==> src/rtl/vga_box_painter.sv <==
// Bouncing solid-box pixel generator: 2-stage colour pipeline with syncs/display-enable
// delayed alongside, plus a per-frame position/direction update during vertical blanking.
module vga_box_painter #(
    parameter int N        = 9,
    parameter int H_ACTIVE = 640,
    parameter int V_ACTIVE = 480,
    parameter int BOX_W    = 64,
    parameter int BOX_H    = 48,
    parameter int STEP     = 2
) (
    input  logic         clk,
    input  logic         reset,
    input  logic [N:0]   horiz_count,
    input  logic [N:0]   vert_count,
    input  logic         horiz_sync_in,
    input  logic         vert_sync_in,
    input  logic         display_en_in,
    input  logic         pause,
    input  logic [23:0]  box_color,
    input  logic [23:0]  bg_color,
    output logic [7:0]   R,
    output logic [7:0]   G,
    output logic [7:0]   B,
    output logic         horiz_sync_out,
    output logic         vert_sync_out,
    output logic         display_en_out,
    output logic [N:0]   box_x,
    output logic [N:0]   box_y,
    output logic         frame_tick
);

    localparam int X_LIM_I = H_ACTIVE - BOX_W;
    localparam int Y_LIM_I = V_ACTIVE - BOX_H;
    localparam logic [N:0] X_LIMIT  = X_LIM_I[N:0];
    localparam logic [N:0] Y_LIMIT  = Y_LIM_I[N:0];
    localparam logic [N:0] BOX_W_C  = BOX_W[N:0];
    localparam logic [N:0] BOX_H_C  = BOX_H[N:0];
    localparam logic [N:0] STEP_C   = STEP[N:0];
    localparam logic [N:0] V_ACT_C  = V_ACTIVE[N:0];

    // One axis of the bounce: returns {dir, pos}.
    function automatic logic [N+1:0] step_axis(input logic [N:0] pos, input logic dir,
                                               input logic [N:0] limit);
        logic [N+1:0] nxt;
        nxt = {1'b0, pos} + {1'b0, STEP_C};
        if (!dir) begin
            if (nxt >= {1'b0, limit}) step_axis = {1'b1, limit};
            else                      step_axis = {1'b0, nxt[N:0]};
        end else begin
            if (pos <= STEP_C)        step_axis = '0;
            else                      step_axis = {1'b1, pos - STEP_C};
        end
    endfunction

    logic [N:0]  box_x_q, box_x_d, box_y_q, box_y_d;
    logic        dir_x_q, dir_x_d, dir_y_q, dir_y_d;
    logic        cond_q, cond_d, tick_q, tick_d;

    logic [N:0]  hdiff, vdiff;
    logic        inside_d;
    logic        inside_p1_q, hs_p1_q, vs_p1_q, vld_p1_q;
    logic [23:0] box_col_p1_q, bg_col_p1_q;
    logic [23:0] rgb_d, rgb_p2_q;
    logic        hs_p2_q, vs_p2_q, vld_p2_q;

    // Stage 1: box hit test against the current position, no wrap below the corner
    always_comb begin
        hdiff    = horiz_count - box_x_q;
        vdiff    = vert_count - box_y_q;
        inside_d = (horiz_count >= box_x_q) && (hdiff < BOX_W_C) &&
                   (vert_count >= box_y_q) && (vdiff < BOX_H_C);
    end

    always_ff @(posedge clk) begin
        if (!reset) begin
            inside_p1_q <= 1'b0;
            hs_p1_q     <= 1'b1;
            vs_p1_q     <= 1'b1;
            vld_p1_q    <= 1'b0;
        end else begin
            inside_p1_q <= inside_d;
            hs_p1_q     <= horiz_sync_in;
            vs_p1_q     <= vert_sync_in;
            vld_p1_q    <= display_en_in;
        end
    end

    always_ff @(posedge clk) begin
        box_col_p1_q <= box_color;
        bg_col_p1_q  <= bg_color;
    end

    // Stage 2: colour select
    always_comb begin
        rgb_d = '0;
        if (vld_p1_q) rgb_d = inside_p1_q ? box_col_p1_q : bg_col_p1_q;
    end

    always_ff @(posedge clk) begin
        if (!reset) begin
            rgb_p2_q <= '0;
            hs_p2_q  <= 1'b1;
            vs_p2_q  <= 1'b1;
            vld_p2_q <= 1'b0;
        end else begin
            rgb_p2_q <= rgb_d;
            hs_p2_q  <= hs_p1_q;
            vs_p2_q  <= vs_p1_q;
            vld_p2_q <= vld_p1_q;
        end
    end

    // Frame update: rising edge of the blanking condition, one move per frame
    always_ff @(posedge clk) begin
        if (!reset) begin
            box_x_q <= '0;
            box_y_q <= '0;
            dir_x_q <= 1'b0;
            dir_y_q <= 1'b0;
            cond_q  <= 1'b0;
            tick_q  <= 1'b0;
        end else begin
            box_x_q <= box_x_d;
            box_y_q <= box_y_d;
            dir_x_q <= dir_x_d;
            dir_y_q <= dir_y_d;
            cond_q  <= cond_d;
            tick_q  <= tick_d;
        end
    end

    always_comb begin
        cond_d  = (vert_count == V_ACT_C) && (horiz_count == '0);
        tick_d  = cond_d && !cond_q;
        box_x_d = box_x_q;
        box_y_d = box_y_q;
        dir_x_d = dir_x_q;
        dir_y_d = dir_y_q;
        if (tick_d && !pause) begin
            {dir_x_d, box_x_d} = step_axis(box_x_q, dir_x_q, X_LIMIT);
            {dir_y_d, box_y_d} = step_axis(box_y_q, dir_y_q, Y_LIMIT);
        end
    end

    always_comb begin
        R              = rgb_p2_q[7:0];
        G              = rgb_p2_q[15:8];
        B              = rgb_p2_q[23:16];
        horiz_sync_out = hs_p2_q;
        vert_sync_out  = vs_p2_q;
        display_en_out = vld_p2_q;
        box_x          = box_x_q;
        box_y          = box_y_q;
        frame_tick     = tick_q;
    end

endmodule

==> config.mk <==
export PLATFORM = sky130hd
export DESIGN_NAME = vga_box_painter
export DESIGN_NICKNAME = d
export VERILOG_FILES = /design/src/rtl/vga_box_painter.sv
export SDC_FILE = /design/constraint.sdc
export NUM_CORES = 1
export LEC_CHECK = 0
export CAP_MARGIN = 15
export CELL_PAD_IN_SITES_DETAIL_PLACEMENT = 0
export CELL_PAD_IN_SITES_GLOBAL_PLACEMENT = 1
export CORE_ASPECT_RATIO = 0.75
export CORE_MARGIN = 5
export CORE_UTILIZATION = 33
export DETAILED_ROUTE_END_ITERATION = 12
export PLACE_DENSITY_LB_ADDON = 0.1
export SKIP_CTS_REPAIR_TIMING = 1
export SLEW_MARGIN = 40
export SYNTH_ARGS = -nofsm -noshare
export SYNTH_HDL_FRONTEND = slang
export SYNTH_SLANG_ARGS = --single-unit
==> constraint.sdc <==
create_clock -name clk -period 2.2 [get_ports clk]
set_input_delay 0.22 -clock clk [delete_from_list [all_inputs] [get_ports clk]]
set_output_delay 0.22 -clock clk [all_outputs]
set_load 0.05 [all_outputs]
After elaboration in Yosys (flattened, before gate mapping):

Index checks and enable logic that the tools add are counted.

* output and inout bits: 48
* flip-flop bits (word level): 103
* input port bits: 74

* order comparisons: 8
* eq/ne operators: 1
* reductions and logical operators: 10
* add/subtract/negate cells: 6
* muxes and demuxes: 7

Operators by type and width (count)
* $mux W11: 6
* $mux W24: 1
* $add A10 B2 Y11 const B: 2
* $ge A10 B10 Y1: 2
* $le A10 B2 Y1 const B: 2
* $sub A10 B10 Y10: 2
* $sub A10 B2 Y10 const B: 2
* $ge A11 B10 Y1 const B: 1
* $ge A11 B9 Y1 const B: 1
* $eq A10 B9 Y1 const B: 1
* $logic_not A10 Y1: 1
* $lt A10 B6 Y1 const B: 1
* $lt A10 B7 Y1 const B: 1
* $logic_and A1 B1 Y1: 6
* $logic_not A1 Y1: 2
* $reduce_and A2 Y1: 1

Logic depth before layout (Yosys ltp):

* word-level depth: 5
* gate-level depth with buffers: 9
* mapped depth without buffers: 8

Worst setup path after synthesis:

No wires, ideal clock.

* path kind: reg2reg
* from: register box_x_q[3] (netlist: box_x[3])
* to: register inside_p1_q
* cell stages (with the launch flop): 10
* period minus slack after synthesis: 2.663 ns
* data arrival time: 2.571 ns
* path buffers: 1
* path slack: -0.463 ns
* required time: 2.108 ns
* cell sequence: dfxtp_1 buf_2 inv_1 ha_1 o21a_1 o21ai_0 o21bai_1 a2111oi_0 o2111ai_1 nor4_1

* longest elaborated chain between the ends: 5

Ends and longest elaborated chain
* from (decl): line 55 `logic [N:0] box_x_q, box_x_d, box_y_q, box_y_d;`
* from (signal assigned): line 123 `box_x_q <= box_x_d;`
* $sub A10 B10 Y10: line 68 `hdiff = horiz_count - box_x_q;`
* $lt A10 B7 Y1: line 70 `inside_d = (horiz_count >= box_x_q) && (hdiff < BOX_W_C) &&`
* $logic_and A1 B1 Y1 (*) (2 in a row): line 70
* $logic_and A1 B1 Y1 (*): line 71 `(vert_count >= box_y_q) && (vdiff < BOX_H_C);`
* to (signal assigned): line 81 `inside_p1_q <= inside_d;`
* to (decl): line 61 `logic inside_p1_q, hs_p1_q, vs_p1_q, vld_p1_q;`

Mark *: on every way between the ends. The rest lies on a longest branch, timed or not.
A chain may end at the register's enable or synchronous reset.

Worst setup path in the final report:

* from: register box_y_q[3] (netlist: box_y[3])
* to: register inside_p1_q

* longest elaborated chain between the ends: 3

Ends and longest elaborated chain
* from (decl): line 55
* from (signal assigned): line 124 `box_y_q <= box_y_d;`
* $sub A10 B10 Y10 / $ge A10 B10 Y1 (equally long branches): line 69, 71
* $lt A10 B6 Y1 / $logic_and A1 B1 Y1 (equally long branches): line 71, 70
* $logic_and A1 B1 Y1 (*): line 71

Marks and branches as above.

==> metrics <==
outcome=complete, no violations; cell count after synthesis=468; Core ar.=around 13000 um2; Tmin final=2.07 ns; Slew Viols, Final=0; # fillers=1191; Synth top area share=45.5%; Mean Syn Cell Area=approximately 9.5 um2; Reg power frac=a little under 50%; Setup WS post-layout=0.131 ns; Final Core Density=51.0%; area growth from synthesis to layout=50.3%; Hold Worst Slack=0.316 ns; final non-filler cell total=812; Yosys cell types=65; Post-DRT Antenna Nets=0; Reg2Reg Depth=9; CP Launch Type=flop; synth top area cells=dfxtp_1 (45%), ha_1 (6.8%), mux2i_1 (5.4%); Fin Setup TNS=0 ns; Clock transition at path regs=0.07 ns; layout cell share with drive strength beyond 1=19.3%; Ant. Diodes=0; Die ar.=about 16000 um2; combinational power share=11.0%; Power Total=between 3 and 4 mW; area of the multi-input gates=2380 um2; fin crit share=94.1%; Detail Placement HPWL=9.76 mm; Clock Tree Buf Depth=2; clock sink count=101; GR Util All Layers=between 15 and 20%; hold worst-path end=bg_col_p1_q[17]; CP Data Required Time=about 2.4 ns; Post-Place Cell Area=6230 um2; Synth Cell Area=around 4400 um2; Worst-Skew Late Latency=about 0.34 ns; dpl cells=794; WP data arrival=2.29 ns; P_int=2.91 mW; RD Place Congestion=0.849; Max-slew headroom=56.8%; peak supply drop=0.356 mV; hold depth=1; # DRC=0; via count=4176; clock share of power=between 30% and 40%; RSZ-0062 raised after global routing=no; Initial Util=33.9%; most common cell in the netlist=dfxtp_1; initial antenna violation count=0; Reg area=2060 um2; min-delay src=bg_color[17]; Critical R2R Launch=box_y[3]; nets=734; Die Width=144 um; DR vias/cell=5.14; I/O Buffers=119; async set or reset register ratio after synthesis=0%; height of the die=111 um; grt ovf=0; crit path kind=reg -> reg; Worst Hold Class=in -> reg; WL/cell=~16 um; IO Count=122; TritonCTS clock tree=built; largest area contributor in the netlist=dfxtp_1; largest net degree at the start of global routing=26; DRT Pass-1 Iters=5; number of cell rows=36; first-pass GRT wire length=21.0 mm; vias in the first global route=about 4000; DR iter-0 viols=253; synth warn=0; worst slew pin tran=0.632 ns; FMAX=slightly below 500 MHz; Max Cap Violations=0; Fin. Hold Viols=0; cts bufs inserted=9; worst-path fanout max=8; Top FF cell, synth=dfxtp_1; CP endpoint kind=flop; final setup violation count=0; Lkg Pwr=2.50 nW; commonest cells in the synthesized netlist=dfxtp_1 (101), nor2_1 (40), o21ai_0 (35); Root Buffer=clkbuf_16; Power per Cell Area=577 nW/um2; net switching power=0.947 mW; R2R Path End=inside_p1_q; Routed WL=13.0 mm; Seq/Total Area, Yosys=45.5%; Seq cells post-synth=101; r2r setup slk=0.13 ns; design area=6680 um2; worst slack, placed=-0.251 ns; H-tree depth=3; switch share=24.6%; Post-synth EDFFs=0; Worst Skew=0.00721 ns
[worst max path at each step]
| stage | start | to | slack, ns | depth (start not counted) |
|---|---|---|---|---|
| after floorplan | box_x[6] | inside_p1_q | -0.007 | 9 |
| after global placement | vert_count[5] | box_x[6] | -0.22 | 9 |
| after detailed placement | horiz_count[1] | box_x[6] | -0.25 | 9 |
| after CTS | box_y[1] | inside_p1_q | -0.02 | 9 |
| after global routing | box_y[1] | inside_p1_q | 0.0006 | 9 |
| final | box_y[3] | inside_p1_q | 0.13 | 9 |
[layer usage]
layer	vias to the layer above	part of all wire [%]	track usage, %
met4	0	0.40	2.45
met2	143	46	25.9
met5	-	0	0
met3	5	6.6	4.32
met1	1974	47	22.5
li1	2054	-	-
[cells in the final DEF (no fill, tap or decap), drive strengths merged, types with 9 or more instances in the layout]
| cell | count |
|---|---|
| nor4 | 9 |
| inv | 30 |
| ha | 24 |
| a21oi | 24 |
| a31oi | 9 |
| nor2 | 40 |
| buf | 58 |
| clkdlybuf4s50 | 119 |
| clkbuf | 9 |
| nor3 | 11 |
| nand2 | 18 |
| nand3 | 19 |
| mux2i | 24 |
| dfxtp | 101 |
| and3 | 10 |
| o21ai | 37 |
[registers in the layout (all words and copies together) (netlist names)]
name and count:
box_x 9, bg_col_p1_q 24, horiz_sync_out 1, rgb_p2_q 24, vs_p1_q 1, vld_p1_q 1, vert_sync_out 1, dir_x_q 1
cond_q 1, frame_tick 1, dir_y_q 1, display_en_out 1, box_y 9, hs_p1_q 1, inside_p1_q 1, box_col_p1_q 24
[cell type report]
cell class | instances | area share [%]
sequential | 101 | 30.8
inverter | 26 | 1.46
timing repair buffer | 178 | 24.5
clock buffer | 9 | 3.37
multi-input combinational | 320 | 35.7
tap | 171 | 3.20
clock inverter | 7 | 0.936
[worst max-delay path: stages (launching register included)]
cell	delay [ns]
dfxtp_4	0.40
inv_1	0.08
ha_1	0.31
o211ai_1	0.11
a21boi_1	0.15
buf_4	0.15
o21ai_0	0.11
a21bo_2	0.24
a221oi_2	0.34
nor4_4	0.07
[power groups by stage]
stage | sequential (mW) | clock [mW] | combinational, mW
6_report | 1.89 | 1.54 | 0.422
3_3_place_gp | 1.94 | 0 | 0.390
3_5_place_dp | 1.94 | 0 | 0.395
4_1_cts | 1.90 | 1.60 | 0.397
2_1_floorplan | 1.99 | 0 | 0.131
5_1_grt | 1.90 | 1.67 | 0.454
[kinds of logic (layout without fill, tap and decap cells)]
group	count (synthesis)	count (layout)	synth area share, %
buf+inv	48	220	4.45
fa+ha+maj	24	24	6.75
other cells	1	2	0.0843
compound gates	123	123	19.0
simple gates	139	139	17.2
mux	26	26	5.91
xor+xnor	6	6	1.18
flops	101	101	45.5
Note: power is estimated with default switching activity, not from simulation.
